$ cat config.mk
export PLATFORM = sky130hd
export DESIGN_NAME = comparator_4bit_flat
export DESIGN_NICKNAME = d
export VERILOG_FILES = /design/src/rtl/comparator_4bit_if.sv /design/src/rtl/comparator_4bit.sv /design/src/flat_wrapper.sv
export SDC_FILE = /design/constraint.sdc
export NUM_CORES = 1
export LEC_CHECK = 0
export BUFFER_PORTS_ARGS = -buffer_cell sky130_fd_sc_hd__buf_4
export CORE_ASPECT_RATIO = 1.1
export CORE_MARGIN = 4
export CORE_UTILIZATION = 35
export CTS_CLUSTER_SIZE = 8
export DETAILED_ROUTE_END_ITERATION = 6
export PLACE_DENSITY_LB_ADDON = 0.2
export SYNTH_ARGS = -nofsm -noshare
export SYNTH_HDL_FRONTEND = slang
export SYNTH_SLANG_ARGS = --single-unit
$ cat constraint.sdc
create_clock -name clk -period 2.6 [get_ports clk]
set_input_delay 0.13 -clock clk [delete_from_list [all_inputs] [get_ports clk]]
set_output_delay 0.13 -clock clk [all_outputs]
set_load 0.03 [all_outputs]
$ cat src/rtl/comparator_4bit_if.sv
// Operand and result bundle for the 4-bit unsigned magnitude comparator.
// The master side supplies the operands; the slave side (the comparator)
// returns the combinational and registered compare results.
interface comparator_4bit_if;
  logic [3:0] a;
  logic [3:0] b;
  logic       eq;
  logic       gt;
  logic       lt;
  logic [3:0] diff;
  logic       eq_q;
  logic       gt_q;
  logic       lt_q;
  logic       changed;

  modport master (
    output a, b,
    input  eq, gt, lt, diff, eq_q, gt_q, lt_q, changed
  );

  modport slave (
    input  a, b,
    output eq, gt, lt, diff, eq_q, gt_q, lt_q, changed
  );
endinterface

$ cat src/rtl/comparator_4bit.sv
// 4-bit unsigned magnitude comparator.
// eq/gt/lt/diff are purely combinational and independent of clock and reset.
// eq_q/gt_q/lt_q hold the compare code captured at each rising edge, and
// changed flags, for one cycle, an edge whose code differs from the previous
// edge's code. The first edge after reset only primes the history, so no
// transition is ever reported out of reset.
module comparator_4bit (
  input  logic            clk,
  input  logic            rst_n,
  comparator_4bit_if.slave bus
);

  logic       eq_s;
  logic       gt_s;
  logic       lt_s;
  logic [3:0] diff_s;
  logic [2:0] code_s;
  logic [2:0] code_r;
  logic       changed_r;
  logic       primed_r;

  // MSB-first scan: the highest differing bit decides gt or lt.
  always_comb begin
    eq_s = 1'b1;
    gt_s = 1'b0;
    lt_s = 1'b0;
    for (int i = 3; i >= 0; i--) begin
      if (eq_s && (bus.a[i] != bus.b[i])) begin
        eq_s = 1'b0;
        gt_s = bus.a[i];
        lt_s = bus.b[i];
      end else begin
        eq_s = eq_s;
      end
    end
  end

  // Magnitude of the difference: subtract the smaller operand from the larger.
  always_comb begin
    diff_s = 4'd0;
    if (gt_s) begin
      diff_s = bus.a - bus.b;
    end else begin
      diff_s = bus.b - bus.a;
    end
  end

  assign code_s = {eq_s, gt_s, lt_s};

  // Capture the compare code each edge; changed only after history is primed.
  always_ff @(posedge clk or negedge rst_n) begin
    if (!rst_n) begin
      code_r    <= 3'b000;
      changed_r <= 1'b0;
      primed_r  <= 1'b0;
    end else begin
      code_r    <= code_s;
      changed_r <= primed_r && (code_s != code_r);
      primed_r  <= 1'b1;
    end
  end

  assign bus.eq      = eq_s;
  assign bus.gt      = gt_s;
  assign bus.lt      = lt_s;
  assign bus.diff    = diff_s;
  assign bus.eq_q    = code_r[2];
  assign bus.gt_q    = code_r[1];
  assign bus.lt_q    = code_r[0];
  assign bus.changed = changed_r;

endmodule

$ cat src/flat_wrapper.sv
// flat-port wrapper written by rule: the top's interface ports become plain ports
module comparator_4bit_flat 
  (clk, rst_n, bus_a, bus_b, bus_eq, bus_gt, bus_lt, bus_diff, bus_eq_q, bus_gt_q, bus_lt_q, bus_changed);
  comparator_4bit_if bus_i ();
  input  logic clk;
  input  logic rst_n;
  input wire logic [$bits(bus_i.a)-1:0] bus_a;
  input wire logic [$bits(bus_i.b)-1:0] bus_b;
  output wire logic [$bits(bus_i.eq)-1:0] bus_eq;
  output wire logic [$bits(bus_i.gt)-1:0] bus_gt;
  output wire logic [$bits(bus_i.lt)-1:0] bus_lt;
  output wire logic [$bits(bus_i.diff)-1:0] bus_diff;
  output wire logic [$bits(bus_i.eq_q)-1:0] bus_eq_q;
  output wire logic [$bits(bus_i.gt_q)-1:0] bus_gt_q;
  output wire logic [$bits(bus_i.lt_q)-1:0] bus_lt_q;
  output wire logic [$bits(bus_i.changed)-1:0] bus_changed;
  assign bus_i.a = bus_a;
  assign bus_i.b = bus_b;
  assign bus_eq = bus_i.eq;
  assign bus_gt = bus_i.gt;
  assign bus_lt = bus_i.lt;
  assign bus_diff = bus_i.diff;
  assign bus_eq_q = bus_i.eq_q;
  assign bus_gt_q = bus_i.gt_q;
  assign bus_lt_q = bus_i.lt_q;
  assign bus_changed = bus_i.changed;
  comparator_4bit u_core (.clk(clk), .rst_n(rst_n), .bus(bus_i));
endmodule
==> impl_results.html, run 1 <==
<table>
<tr><th>Metric</th><th>Value</th></tr>
<tr><th colspan="2">Run status</th></tr>
<tr><td>Run status</td><td>complete, no violations</td></tr>
<tr><th colspan="2">Place</th></tr>
<tr><td>Number of buffers inserted by port buffering</td><td>20</td></tr>
<tr><td>Placer's final routability congestion estimate</td><td>0.750</td></tr>
<tr><td>Half-perimeter wire length after placement</td><td>981 µm</td></tr>
<tr><th colspan="2">STA</th></tr>
<tr><td>Number of hold violations in the final report</td><td>0</td></tr>
<tr><td>Min Clock Period, post-route</td><td>2.18 ns</td></tr>
<tr><td>Peak Freq</td><td>459 MHz</td></tr>
<tr><td>Accumulated negative setup slack</td><td>0 ns</td></tr>
<tr><td>Crit share post-route</td><td>83.7%</td></tr>
<tr><td>Endpoints failing setup</td><td>0</td></tr>
<tr><td>Layout Skew</td><td>0.00678 ns</td></tr>
<tr><td>Setup repair after global routing missed its margin</td><td>false</td></tr>
<tr><td>Worst hold margin</td><td>around 0.25 ns</td></tr>
<tr><td>Final slew viol count</td><td>0</td></tr>
<tr><th colspan="2">Run</th></tr>
<tr><td>Max-cap violations</td><td>0</td></tr>
<tr><th colspan="2">Floorplanning</th></tr>
<tr><td>Floorplan Core Area</td><td>~1400 µm²</td></tr>
<tr><td>Initial Utilization</td><td>39.1%</td></tr>
<tr><td>I/O Pins</td><td>21</td></tr>
<tr><td>Total number of placement rows</td><td>14</td></tr>
<tr><td>Chip Height</td><td>roughly 50 µm</td></tr>
<tr><td>Horizontal die dimension</td><td>approximately 46 µm</td></tr>
<tr><td>Die Outline Area</td><td>2310 µm²</td></tr>
<tr><th colspan="2">Clock tree</th></tr>
<tr><td>Number of hold buffers added after CTS</td><td>1</td></tr>
<tr><td>Clock-pin transition on the worst setup and hold timing paths</td><td>0.05 ns</td></tr>
<tr><td>Number of buffers added by the clock tree synthesis step</td><td>3</td></tr>
<tr><td>Root Driver</td><td>sky130_fd_sc_hd__clkbuf_4</td></tr>
<tr><td>Clock Sink Count</td><td>5</td></tr>
<tr><td>Insertion delay to the later sink of the worst-skew pair</td><td>0.24 ns</td></tr>
<tr><td>Post-CTS Setup Bufs</td><td>0</td></tr>
<tr><td>H-tree levels</td><td>1</td></tr>
<tr><td>Clock tree from TritonCTS</td><td>done</td></tr>
<tr><td>Resize count post-CTS</td><td>0</td></tr>
<tr><td>Max Root-Sink Buffers</td><td>2</td></tr>
<tr><th colspan="2">Synthesis</th></tr>
<tr><td>Number of standard cells after synthesis</td><td>62</td></tr>
<tr><td>Warnings, synthesis</td><td>0</td></tr>
<tr><td>Post-synthesis instance area</td><td>562 µm²</td></tr>
<tr><td>Most frequent cell after synthesis</td><td>sky130_fd_sc_hd__inv_1</td></tr>
<tr><td>Syn avg cell area</td><td>9.06 µm²</td></tr>
<tr><td>Post-synth EDFFs</td><td>0</td></tr>
<tr><td>Synthesized netlist net count</td><td>82</td></tr>
<tr><td>Cell type with the highest aggregate area in the netlist</td><td>sky130_fd_sc_hd__dfrtp_1</td></tr>
<tr><td>Most used DFF post-synth</td><td>sky130_fd_sc_hd__dfrtp_1</td></tr>
<tr><td>Seq/Total Area, Yosys</td><td>22.3%</td></tr>
<tr><td>Number of library cell types mapped by synthesis</td><td>23</td></tr>
<tr><td>Top area cells in the synthesized netlist</td><td>sky130_fd_sc_hd__dfrtp_1 (22%), sky130_fd_sc_hd__ha_1 (18%), sky130_fd_sc_hd__inv_1 (9.4%)</td></tr>
<tr><td>Asr flop ratio synth</td><td>100%</td></tr>
<tr><td>Synth top cells by count</td><td>sky130_fd_sc_hd__inv_1 (14), sky130_fd_sc_hd__ha_1 (8), sky130_fd_sc_hd__dfrtp_1 (5)</td></tr>
<tr><td>Number of register bits inferred by synthesis</td><td>5</td></tr>
<tr><td>Area fraction of the dominant cell type after synthesis</td><td>22.3%</td></tr>
<tr><th colspan="2">GRT</th></tr>
<tr><td>Pin count of the biggest net entering global routing</td><td>11</td></tr>
<tr><td>First-pass GRT wire length</td><td>1870 µm</td></tr>
<tr><td>Overall global routing resource usage</td><td>11.2%</td></tr>
<tr><td>Via count of the first global-routing pass</td><td>460</td></tr>
<tr><td>Global-route congestion overflow total</td><td>0</td></tr>
<tr><td>Number of antenna violations at the first check in global routing</td><td>0</td></tr>
<tr><th colspan="2">Layout</th></tr>
<tr><td>Relative area change from synthesis to final layout</td><td>33.4%</td></tr>
<tr><td>FILL cells</td><td>around 160</td></tr>
<tr><td>Combined area of the multi-input logic cells</td><td>365 µm²</td></tr>
<tr><td>Ratio of cells with drive above 1 in the final layout</td><td>28.2%</td></tr>
<tr><td>Register area</td><td>125 µm²</td></tr>
<tr><td>Antenna fix cells</td><td>0</td></tr>
<tr><td>Number of nets in the layout</td><td>106</td></tr>
<tr><th colspan="2">Setup path</th></tr>
<tr><td>Crit path launch type</td><td>primary input</td></tr>
<tr><td>Path type of the worst setup path</td><td>primary input to primary output</td></tr>
<tr><td>Nature of the critical path endpoint</td><td>primary output</td></tr>
<tr><td>Dominant cell type by count on the critical path</td><td>sky130_fd_sc_hd__buf_4</td></tr>
<tr><td>CP bufs+invs</td><td>3</td></tr>
<tr><td>Maximum fanout along the worst path</td><td>10</td></tr>
<tr><td>Maximum cell stage delay along the critical path</td><td>0.43 ns</td></tr>
<tr><td>Kind of cell with the highest combined delay on the critical path</td><td>compound AO/OA/AOI/OAI gates</td></tr>
<tr><td>Cells along the critical path</td><td>buf_4 &gt; inv_1 &gt; ha_1 &gt; nand3b_1 &gt; a31oi_1 &gt; a311oi_4 &gt; mux2i_1 &gt; xor2_1 &gt; buf_4</td></tr>
<tr><td>Data arrival time of the critical path</td><td>2.05 ns</td></tr>
<tr><td>Critical Path RT</td><td>~2.5 ns</td></tr>
<tr><td>Cell with the largest stage delay on the worst path</td><td>sky130_fd_sc_hd__ha_1</td></tr>
<tr><th colspan="2">Power and ir drop</th></tr>
<tr><td>Static leakage power</td><td>0.412 nW</td></tr>
<tr><td>Largest voltage drop on the vdd net</td><td>between 0.3 and 0.4 mV</td></tr>
<tr><td>Power per Cell Area</td><td>545 nW/µm²</td></tr>
<tr><th colspan="2">Routing</th></tr>
<tr><td>DR DRC count</td><td>0</td></tr>
<tr><td>Detailed Route WL</td><td>1160 µm</td></tr>
<tr><td>Starting DRT DRC Count</td><td>10</td></tr>
<tr><td>Via density per instance</td><td>4.70</td></tr>
<tr><td>Post-detailed-route wirelength per cell</td><td>11.4 µm</td></tr>
<tr><td>Number of routed nets with antenna violations</td><td>0</td></tr>
<tr><td>Overall via count from detail_route</td><td>475</td></tr>
<tr><td>Router iterations before antenna repair</td><td>4</td></tr>
<tr><th colspan="2">Hold path</th></tr>
<tr><td>Type of the worst min-delay path</td><td>primary input to async pin</td></tr>
</table>
## layer usage
layer | wire length (µm) | GRT usage [%] | vias to the layer above
li1 | - | - | 245
met3 | 100 | 5.82 | 0
met2 | 523 | 17.2 | 18
met1 | 531 | 13.3 | 212
met5 | 0 | 0 | -
met4 | 0 | 2.84 | 0
## area by class of cell
class                           count  share of cell area, %
Clock buffer                        4                   3.51
Inverter                           14                   7.01
Multi-Input combinational cell     41                   48.7
Sequential cell                     5                   16.7
Tap cell                           16                   2.67
Timing Repair Buffer               21                   21.4
## placed cells by master (no fill, tap or decap)
cell and count:
sky130_fd_sc_hd__fa_1 2, sky130_fd_sc_hd__dlygate4sd3_1 1, sky130_fd_sc_hd__buf_4 20, sky130_fd_sc_hd__o21ai_0 2
sky130_fd_sc_hd__clkbuf_1 1, sky130_fd_sc_hd__conb_1 1, sky130_fd_sc_hd__nor2_1 2, sky130_fd_sc_hd__a21oi_1 2
sky130_fd_sc_hd__nand2b_1 3, sky130_fd_sc_hd__dfrtp_1 5, sky130_fd_sc_hd__xor2_1 2, sky130_fd_sc_hd__inv_1 14
sky130_fd_sc_hd__clkbuf_4 3, sky130_fd_sc_hd__nand2_1 1, sky130_fd_sc_hd__xnor2_1 3, sky130_fd_sc_hd__ha_1 8
sky130_fd_sc_hd__a311oi_4 1, sky130_fd_sc_hd__o21ai_1 1, sky130_fd_sc_hd__nand3b_1 1, sky130_fd_sc_hd__nor3_1 1
sky130_fd_sc_hd__mux2i_1 3, sky130_fd_sc_hd__a31oi_1 4, sky130_fd_sc_hd__a21o_1 2, sky130_fd_sc_hd__o22a_1 1
sky130_fd_sc_hd__nand3_1 1
## worst reg2reg max path, stage by stage (launching register included)
cell                      delay (ns)
sky130_fd_sc_hd__dfrtp_1        0.38
sky130_fd_sc_hd__xor2_1         0.17
sky130_fd_sc_hd__a31oi_1        0.18
## where the power goes
| group | internal, W | total [W] | switching (W) | leakage (nW) |
|---|---|---|---|---|
| sequential | 0.0000882 | 0.0000932 | 0.00000500 | 0.0617 |
| clock | 0.0000580 | 0.0000901 | 0.0000321 | 0.0150 |
| combinational | 0.0000923 | 0.000225 | 0.000133 | 0.335 |
| total | 0.000238 | 0.000409 | 0.000170 | 0.412 |
## state kept, by name (all words and copies together) (netlist names)
signal,flops
u_core.code_r,3
u_core.bus.changed,1
u_core.primed_r,1
## stage by stage
step	power (W)	area [µm²]	worst slack [ns]	cells	util, %
6_report	0.000409	749	0.423	101	52.2
3_5_place_dp	0.000322	713	0.397	96	49.7
3_3_place_gp	0.000319	713	0.392	96	49.7
4_1_cts	0.000417	749	0.389	101	52.2
2_1_floorplan	0.000247	562	0.529	62	-
5_1_grt	0.000442	749	0.286	101	52.2
## path summary, 6_finish.rpt
path	from	end	slack, ns	cells after the start
setup / recovery	bus_b[1]	bus_diff[2]	0.42	9
min in group clk	bus_b[3]	u_core.code_r[0]	0.34	3
hold reg to reg	u_core.primed_r	u_core.bus.changed	0.47	2
setup reg to reg	u_core.code_r[1]	u_core.bus.changed	1.79	2
hold / removal	rst_n	u_core.bus.changed	0.25	2
max in group asynchronous	rst_n	u_core.code_r[0]	2.24	2
## cells by family (layout without fill, tap and decap cells)
logic type | after synthesis | after routing | share of synthesized area (%)
buf+inv | 16 | 39 | 12.7
compound gates | 13 | 13 | 17.8
fa+ha+maj | 10 | 10 | 24.9
simple gates | 9 | 9 | 8.46
xor+xnor | 5 | 5 | 7.80
flops | 5 | 5 | 22.3
mux | 3 | 3 | 5.35
other cells | 1 | 1 | 0.668
Power figures use the tool's default switching activity.
==> run 2: changes to the inputs <==
- clock period: 2.6 -> 1.9 ns (I/O delays scaled with it)
==> impl_results.html, run 2 (synthesis gave the netlist of run 1 again) <==
<table>
<tr><th>Metric</th><th>Value</th></tr>
<tr><th colspan="2">Run status</th></tr>
<tr><td>Run status</td><td>complete, no violations</td></tr>
<tr><th colspan="2">Power and ir drop</th></tr>
<tr><td>Sw Ratio</td><td>40.1%</td></tr>
<tr><td>Cell Int Power</td><td>0.000384 W</td></tr>
<tr><td>Portion of total power attributed to combinational logic</td><td>61.5%</td></tr>
<tr><td>Proportion of power drawn by the clock network</td><td>18.6%</td></tr>
<tr><td>Net switching power figure</td><td>~0.00026 W</td></tr>
<tr><td>Sequential power share</td><td>19.9%</td></tr>
<tr><td>Static leakage power</td><td>0.473 nW</td></tr>
<tr><td>Power per Cell Area</td><td>678 nW/µm²</td></tr>
<tr><td>Largest voltage drop on the vdd net</td><td>~0.26 mV</td></tr>
<tr><th colspan="2">STA</th></tr>
<tr><td>Setup repair after global routing missed its margin</td><td>true</td></tr>
<tr><td>Number of hold violations in the final report</td><td>0</td></tr>
<tr><td>Endpoints failing setup</td><td>0</td></tr>
<tr><td>Peak Freq</td><td>545 MHz</td></tr>
<tr><td>Setup slack of the critical path after layout</td><td>about 0.065 ns</td></tr>
<tr><td>Layout Skew</td><td>around 0.0020 ns</td></tr>
<tr><td>Final slew viol count</td><td>0</td></tr>
<tr><td>Min Clock Period, post-route</td><td>1.84 ns</td></tr>
<tr><td>Worst hold margin</td><td>0.193 ns</td></tr>
<tr><td>Crit share post-route</td><td>96.6%</td></tr>
<tr><td>Accumulated negative setup slack</td><td>0 ns</td></tr>
<tr><th colspan="2">Clock tree</th></tr>
<tr><td>Root Driver</td><td>sky130_fd_sc_hd__clkbuf_4</td></tr>
<tr><td>H-tree levels</td><td>1</td></tr>
<tr><td>Clock-pin transition on the worst setup and hold timing paths</td><td>0.04 ns</td></tr>
<tr><td>Number of buffers added by the clock tree synthesis step</td><td>3</td></tr>
<tr><td>Post-CTS Setup Bufs</td><td>0</td></tr>
<tr><td>Insertion delay to the later sink of the worst-skew pair</td><td>0.23 ns</td></tr>
<tr><td>Clock Sink Count</td><td>5</td></tr>
<tr><td>Clock tree from TritonCTS</td><td>done</td></tr>
<tr><td>Max Root-Sink Buffers</td><td>2</td></tr>
<tr><th colspan="2">Place</th></tr>
<tr><td>Placed Cells incl. Taps</td><td>106</td></tr>
<tr><td>Number of buffers inserted by port buffering</td><td>20</td></tr>
<tr><td>Half-perimeter wire length after placement</td><td>around 1100 µm</td></tr>
<tr><td>Setup slack after placement</td><td>-0.00284 ns</td></tr>
<tr><td>Placer's final routability congestion estimate</td><td>0.853</td></tr>
<tr><th colspan="2">Routing</th></tr>
<tr><td>Starting DRT DRC Count</td><td>2</td></tr>
<tr><td>Via density per instance</td><td>4.70</td></tr>
<tr><td>Router iterations before antenna repair</td><td>4</td></tr>
<tr><td>DR DRC count</td><td>0</td></tr>
<tr><td>Overall via count from detail_route</td><td>~520</td></tr>
<tr><td>Post-detailed-route wirelength per cell</td><td>11.8 µm</td></tr>
<tr><td>Detailed Route WL</td><td>~1300 µm</td></tr>
<tr><td>Number of routed nets with antenna violations</td><td>0</td></tr>
<tr><th colspan="2">GRT</th></tr>
<tr><td>Via count of the first global-routing pass</td><td>around 520</td></tr>
<tr><td>Met2 capacity usage during global routing</td><td>about a fifth</td></tr>
<tr><td>Pin count of the biggest net entering global routing</td><td>7</td></tr>
<tr><td>Overall global routing resource usage</td><td>11.0%</td></tr>
<tr><td>Global-route congestion overflow total</td><td>0</td></tr>
<tr><td>Met1 Usage GRT</td><td>11.7%</td></tr>
<tr><td>Global routing met3 resource utilization</td><td>roughly 1.1%</td></tr>
<tr><td>First-pass GRT wire length</td><td>a little under 2000 µm</td></tr>
<tr><td>Most congested layer reported by global routing</td><td>met2</td></tr>
<tr><td>Number of antenna violations at the first check in global routing</td><td>0</td></tr>
<tr><th colspan="2">Layout</th></tr>
<tr><td>Commonest cells after routing, fill and taps aside</td><td>sky130_fd_sc_hd__buf_4 (27), sky130_fd_sc_hd__inv_1 (11), sky130_fd_sc_hd__dfrtp_1 (5)</td></tr>
<tr><td>FILL cells</td><td>roughly 130</td></tr>
<tr><td>Non-filler cells, final</td><td>between 100 and 150</td></tr>
<tr><td>Number of nets in the layout</td><td>116</td></tr>
<tr><td>Share of the core filled with cells in the final layout</td><td>roughly 66%</td></tr>
<tr><td>Ratio of cells with drive above 1 in the final layout</td><td>51.6%</td></tr>
<tr><td>Relative area change from synthesis to final layout</td><td>68.2%</td></tr>
<tr><td>Most common cell after layout, fill and taps aside</td><td>sky130_fd_sc_hd__buf_4</td></tr>
<tr><td>Flip-flop count of the largest register, all copies and words added</td><td>3</td></tr>
<tr><td>Reg with most FFs</td><td>u_core.code_r</td></tr>
<tr><td>Antenna fix cells</td><td>0</td></tr>
<tr><th colspan="2">Setup path</th></tr>
<tr><td>CP bufs+invs</td><td>2</td></tr>
<tr><td>Nature of the critical path endpoint</td><td>primary output</td></tr>
<tr><td>Critical Path RT</td><td>1.80 ns</td></tr>
<tr><td>Crit path launch type</td><td>primary input</td></tr>
<tr><td>Maximum fanout along the worst path</td><td>6</td></tr>
<tr><td>Cell with the largest stage delay on the worst path</td><td>sky130_fd_sc_hd__mux2i_2</td></tr>
<tr><td>Cells along the critical path</td><td>buf_4 &gt; ha_4 &gt; nand2b_4 &gt; a31oi_4 &gt; a311oi_4 &gt; mux2i_2 &gt; xor2_2 &gt; buf_6</td></tr>
<tr><td>Path type of the worst setup path</td><td>primary input to primary output</td></tr>
<tr><td>Maximum cell stage delay along the critical path</td><td>0.34 ns</td></tr>
<tr><td>Kind of cell with the highest combined delay on the critical path</td><td>compound AO/OA/AOI/OAI gates</td></tr>
<tr><td>Data arrival time of the critical path</td><td>1.74 ns</td></tr>
<tr><th colspan="2">Floorplanning</th></tr>
<tr><td>I/O Pins</td><td>21</td></tr>
<tr><td>Initial Utilization</td><td>39.1%</td></tr>
<tr><td>Chip Height</td><td>between 50 and 60 µm</td></tr>
<tr><td>Die Outline Area</td><td>2310 µm²</td></tr>
<tr><td>Total number of placement rows</td><td>14</td></tr>
<tr><td>Floorplan Core Area</td><td>about 1400 µm²</td></tr>
<tr><td>Horizontal die dimension</td><td>~46 µm</td></tr>
<tr><th colspan="2">Hold path</th></tr>
<tr><td>Type of the worst min-delay path</td><td>primary input to async pin</td></tr>
<tr><th colspan="2">Run</th></tr>
<tr><td>Max-cap violations</td><td>0</td></tr>
</table>
[run 2: cell count changes in the layout (fill, tap and decap cells not counted), sizes merged]
cell / before / now
buf: 20 / 30
[run 2: worst register-to-register path, delay by kind of cell (launching register included)]
kind	cells	cell delay, ns
compound gates	1	0.17
flops	1	0.38
xor+xnor	1	0.16
[run 2: layout make-up]
type	count	area, µm²	share of cell area [%]
multi-input cells	41	468	49.5
repair buffers	31	250	26.5
flip-flops and latches	5	125	13.2
inverters	14	55.1	5.83
clock buffers	4	26.3	2.78
well taps	16	20.0	2.12
[run 2: final timing paths]
check / end / from / slack, ns / cells after the start
setup / recovery: bus_diff[2] / bus_a[2] / 0.06 / 8
hold / removal: u_core.primed_r / rst_n / 0.19 / 2
setup reg to reg: u_core.bus.changed / u_core.code_r[1] / 1.11 / 2
hold reg to reg: u_core.bus.changed / u_core.primed_r / 0.47 / 2
max in group asynchronous: u_core.code_r[0] / rst_n / 1.60 / 2
min in group clk: u_core.code_r[0] / bus_b[3] / 0.31 / 3
[run 2: timing repair]
action / in CTS / in global routing
cloned: 0 / 0
pin swaps: 1 / 6
setup endpoints to repair: 1 / 3
hold buffers: 1 / 0
gates resized for setup: 3 / 16
endpoints found under the hold margin: 5 / 0
[run 2: metal layers]
metal	vias to the layer above	share of wire [%]
li1	263	-
met1	241	38
met2	14	54
met3	4	6.5
met4	0	1.8
met5	-	0
[run 2: metrics by stage]
| step | total power (W) | cell area [µm²] |
|---|---|---|
| 2_1_floorplan | 0.000348 | 577 |
| 3_3_place_gp | 0.000474 | 803 |
| 3_5_place_dp | 0.000477 | 803 |
| 4_1_cts | 0.000617 | 868 |
| 5_1_grt | 0.000681 | 945 |
| 6_report | 0.000641 | 945 |
[run 2: power groups by stage]
stage / Clock [W] / Sequential, W / Combinational [W]
2_1_floorplan: 0 / 0.000155 / 0.000193
3_3_place_gp: 0 / 0.000128 / 0.000345
3_5_place_dp: 0 / 0.000129 / 0.000348
4_1_cts: 0.000127 / 0.000128 / 0.000363
5_1_grt: 0.000127 / 0.000129 / 0.000425
6_report: 0.000119 / 0.000127 / 0.000394
==> run 3: changes to the inputs <==
- clock period: 1.9 -> 1.89 ns (I/O delays scaled with it)
==> impl_results.html, run 3 (synthesis gave the netlist of run 1 again) <==
<table>
<tr><th>Metric</th><th>Value</th></tr>
<tr><th colspan="2">Setup path</th></tr>
<tr><td>Nature of the critical path endpoint</td><td>primary output</td></tr>
<tr><td>Start point of the critical path</td><td>bus_b[1]</td></tr>
<tr><td>Maximum fanout along the worst path</td><td>4</td></tr>
<tr><td>R2R setup slack</td><td>between 1 and 1.5 ns</td></tr>
<tr><td>Critical Path RT</td><td>1.80 ns</td></tr>
<tr><td>Maximum cell stage delay along the critical path</td><td>0.36 ns</td></tr>
<tr><td>Kind of cell with the highest combined delay on the critical path</td><td>compound AO/OA/AOI/OAI gates</td></tr>
<tr><td>Cell with the largest stage delay on the worst path</td><td>sky130_fd_sc_hd__a311oi_4</td></tr>
<tr><td>Worst R2R End</td><td>u_core.bus.changed</td></tr>
<tr><td>Data arrival time of the critical path</td><td>1.75 ns</td></tr>
<tr><td>Crit path launch type</td><td>primary input</td></tr>
<tr><td>CP bufs+invs</td><td>3</td></tr>
<tr><td>Critical Path Stages</td><td>9</td></tr>
<tr><td>FF-to-FF Start</td><td>u_core.code_r[1]</td></tr>
<tr><td>Cells along the critical path</td><td>buf_8 &gt; inv_4 &gt; ha_4 &gt; nand3b_1 &gt; a31oi_4 &gt; a311oi_4 &gt; mux2i_2 &gt; xor2_2 &gt; buf_6</td></tr>
<tr><td>Path type of the worst setup path</td><td>primary input to primary output</td></tr>
<tr><td>Worst reg-to-reg path cell count</td><td>2</td></tr>
<tr><td>Last element of the critical path</td><td>bus_diff[2]</td></tr>
<tr><th colspan="2">Clock tree</th></tr>
<tr><td>H-tree levels</td><td>1</td></tr>
<tr><td>Insertion delay to the later sink of the worst-skew pair</td><td>between 0.2 and 0.25 ns</td></tr>
<tr><td>Clock Sink Count</td><td>5</td></tr>
<tr><td>Number of buffers added by the clock tree synthesis step</td><td>3</td></tr>
<tr><td>Root Driver</td><td>sky130_fd_sc_hd__clkbuf_4</td></tr>
<tr><td>Clock-pin transition on the worst setup and hold timing paths</td><td>0.05 ns</td></tr>
<tr><td>Max Root-Sink Buffers</td><td>2</td></tr>
<tr><td>Clock tree from TritonCTS</td><td>done</td></tr>
<tr><th colspan="2">Layout</th></tr>
<tr><td>FILL cells</td><td>123</td></tr>
<tr><td>Relative area change from synthesis to final layout</td><td>70.6%</td></tr>
<tr><td>Non-filler cells, final</td><td>113</td></tr>
<tr><td>Reg with most FFs</td><td>u_core.code_r</td></tr>
<tr><td>Flip-flop count of the largest register, all copies and words added</td><td>3</td></tr>
<tr><td>Most common cell after layout, fill and taps aside</td><td>sky130_fd_sc_hd__buf_4</td></tr>
<tr><td>Ratio of cells with drive above 1 in the final layout</td><td>49.5%</td></tr>
<tr><td>Share of the core filled with cells in the final layout</td><td>66.7%</td></tr>
<tr><td>Number of nets in the layout</td><td>between 100 and 150</td></tr>
<tr><td>Commonest cells after routing, fill and taps aside</td><td>sky130_fd_sc_hd__buf_4 (27), sky130_fd_sc_hd__inv_1 (12), sky130_fd_sc_hd__dfrtp_1 (5)</td></tr>
<tr><td>Antenna fix cells</td><td>0</td></tr>
<tr><th colspan="2">Power and ir drop</th></tr>
<tr><td>Power per Cell Area</td><td>~680 nW/µm²</td></tr>
<tr><td>Largest voltage drop on the vdd net</td><td>around 0.28 mV</td></tr>
<tr><td>Final Power</td><td>between 0.0006 and 0.0007 W</td></tr>
<tr><td>Static leakage power</td><td>0.486 nW</td></tr>
<tr><th colspan="2">GRT</th></tr>
<tr><td>Overall global routing resource usage</td><td>11.2%</td></tr>
<tr><td>Via count of the first global-routing pass</td><td>508</td></tr>
<tr><td>Pin count of the biggest net entering global routing</td><td>7</td></tr>
<tr><td>Number of antenna violations at the first check in global routing</td><td>0</td></tr>
<tr><td>Global-route congestion overflow total</td><td>0</td></tr>
<tr><td>First-pass GRT wire length</td><td>1970 µm</td></tr>
<tr><th colspan="2">Routing</th></tr>
<tr><td>Top Metal Used</td><td>met4</td></tr>
<tr><td>Overall via count from detail_route</td><td>542</td></tr>
<tr><td>Sum of met2 wire segment lengths after detailed routing</td><td>~800 µm</td></tr>
<tr><td>Total length of routed met3 wires</td><td>88 µm</td></tr>
<tr><td>Via density per instance</td><td>around 4.8</td></tr>
<tr><td>Number of routed nets with antenna violations</td><td>0</td></tr>
<tr><td>Post-detailed-route wirelength per cell</td><td>12.6 µm</td></tr>
<tr><td>Starting DRT DRC Count</td><td>2</td></tr>
<tr><td>Wire length the detailed router placed on met1</td><td>492 µm</td></tr>
<tr><td>Detailed Route WL</td><td>~1400 µm</td></tr>
<tr><td>Router iterations before antenna repair</td><td>2</td></tr>
<tr><td>DR DRC count</td><td>0</td></tr>
<tr><th colspan="2">Place</th></tr>
<tr><td>Placer's final routability congestion estimate</td><td>0.853</td></tr>
<tr><td>Number of buffers inserted by port buffering</td><td>20</td></tr>
<tr><td>Half-perimeter wire length after placement</td><td>1070 µm</td></tr>
<tr><td>Placed Cells incl. Taps</td><td>106</td></tr>
<tr><th colspan="2">STA</th></tr>
<tr><td>Crit share post-route</td><td>97.5%</td></tr>
<tr><td>Layout Skew</td><td>0.00447 ns</td></tr>
<tr><td>Final slew viol count</td><td>0</td></tr>
<tr><td>Min Clock Period, post-route</td><td>around 1.8 ns</td></tr>
<tr><td>Peak Freq</td><td>between 500 and 600 MHz</td></tr>
<tr><td>Accumulated negative setup slack</td><td>0 ns</td></tr>
<tr><td>Endpoints failing setup</td><td>0</td></tr>
<tr><td>Number of hold violations in the final report</td><td>0</td></tr>
<tr><td>Setup repair after global routing missed its margin</td><td>true</td></tr>
<tr><th colspan="2">Run</th></tr>
<tr><td>Max-cap violations</td><td>0</td></tr>
<tr><th colspan="2">Floorplanning</th></tr>
<tr><td>Horizontal die dimension</td><td>46.2 µm</td></tr>
<tr><td>Total number of placement rows</td><td>14</td></tr>
<tr><td>Initial Utilization</td><td>between 30% and 40%</td></tr>
<tr><td>Floorplan Core Area</td><td>around 1400 µm²</td></tr>
<tr><td>Die Outline Area</td><td>2310 µm²</td></tr>
<tr><td>I/O Pins</td><td>21</td></tr>
<tr><td>Chip Height</td><td>around 50 µm</td></tr>
<tr><th colspan="2">Run status</th></tr>
<tr><td>Run status</td><td>complete, no violations</td></tr>
<tr><th colspan="2">Hold path</th></tr>
<tr><td>Type of the worst min-delay path</td><td>primary input to async pin</td></tr>
</table>
==> run 3: cell types whose count changed in the layout (fill, tap and decap cells not counted) <==
| cell | before | now |
|---|---|---|
| sky130_fd_sc_hd__mux2i_1 | 1 | 2 |
| sky130_fd_sc_hd__inv_1 | 11 | 12 |
| sky130_fd_sc_hd__nand3_1 | 0 | 1 |
| sky130_fd_sc_hd__mux2i_2 | 2 | 1 |
| sky130_fd_sc_hd__inv_2 | 2 | 1 |
| sky130_fd_sc_hd__nand3_2 | 1 | 0 |
| sky130_fd_sc_hd__buf_6 | 2 | 4 |
==> run 3: how the worst min path moves through the flow <==
stage | from | endpoint | slack, ns | cells past startpoint
final | rst_n | u_core.primed_r | 0.19 | 2
after global routing | rst_n | u_core.bus.changed | 0.20 | 2
after CTS | rst_n | u_core.bus.changed | 0.19 | 2
after detailed placement | rst_n | u_core.bus.changed | -0.1 | 1
after global placement | rst_n | u_core.code_r[1] | -0.10 | 1
after floorplan | rst_n | u_core.bus.changed | -0.20 | 0
==> run 3: layout make-up <==
cell class | count | area (µm²) | share of cell area [%]
clock buffers | 4 | 26.3 | 2.74
inverters | 14 | 55.1 | 5.74
multi-input cells | 41 | 459 | 47.9
flip-flops and latches | 5 | 125 | 13.1
well taps | 16 | 20.0 | 2.09
repair buffers | 33 | 273 | 28.5
==> run 3: power by group <==
group          switching, W  internal, W  total [W]
clock network     0.0000419    0.0000797   0.000122
logic              0.000210     0.000188   0.000398
registers        0.00000685     0.000121   0.000128
total              0.000259     0.000389   0.000648
==> run 3: per-layer routing <==
metal | GRT usage, % | vias to the layer above
li1 | - | 267
met1 | 12.4 | 253
met2 | 20.4 | 16
met3 | 1.45 | 6
met4 | 4.27 | 0
met5 | 0 | -
==> run 3: timing repair <==
action                                  in CTS  in global routing
hold buffers                                 1                  0
endpoints found under the setup margin       1                  3
gates resized for setup                      1                 18
endpoints found under the hold margin        5                  0
pin swaps                                    1                  6
setup buffers                                0                  2
==> run 3: metrics by stage <==
step | setup slack, ns | hold WS (ns) | instance area [µm²]
floorplan | -0.0106 | -0.201 | 577
detailed placement | -0.00574 | -0.0996 | 803
CTS | 0.00148 | 0.188 | 843
global placement | -0.00928 | -0.102 | 803
finish | 0.0479 | 0.190 | 958
global route | -0.0474 | 0.203 | 958
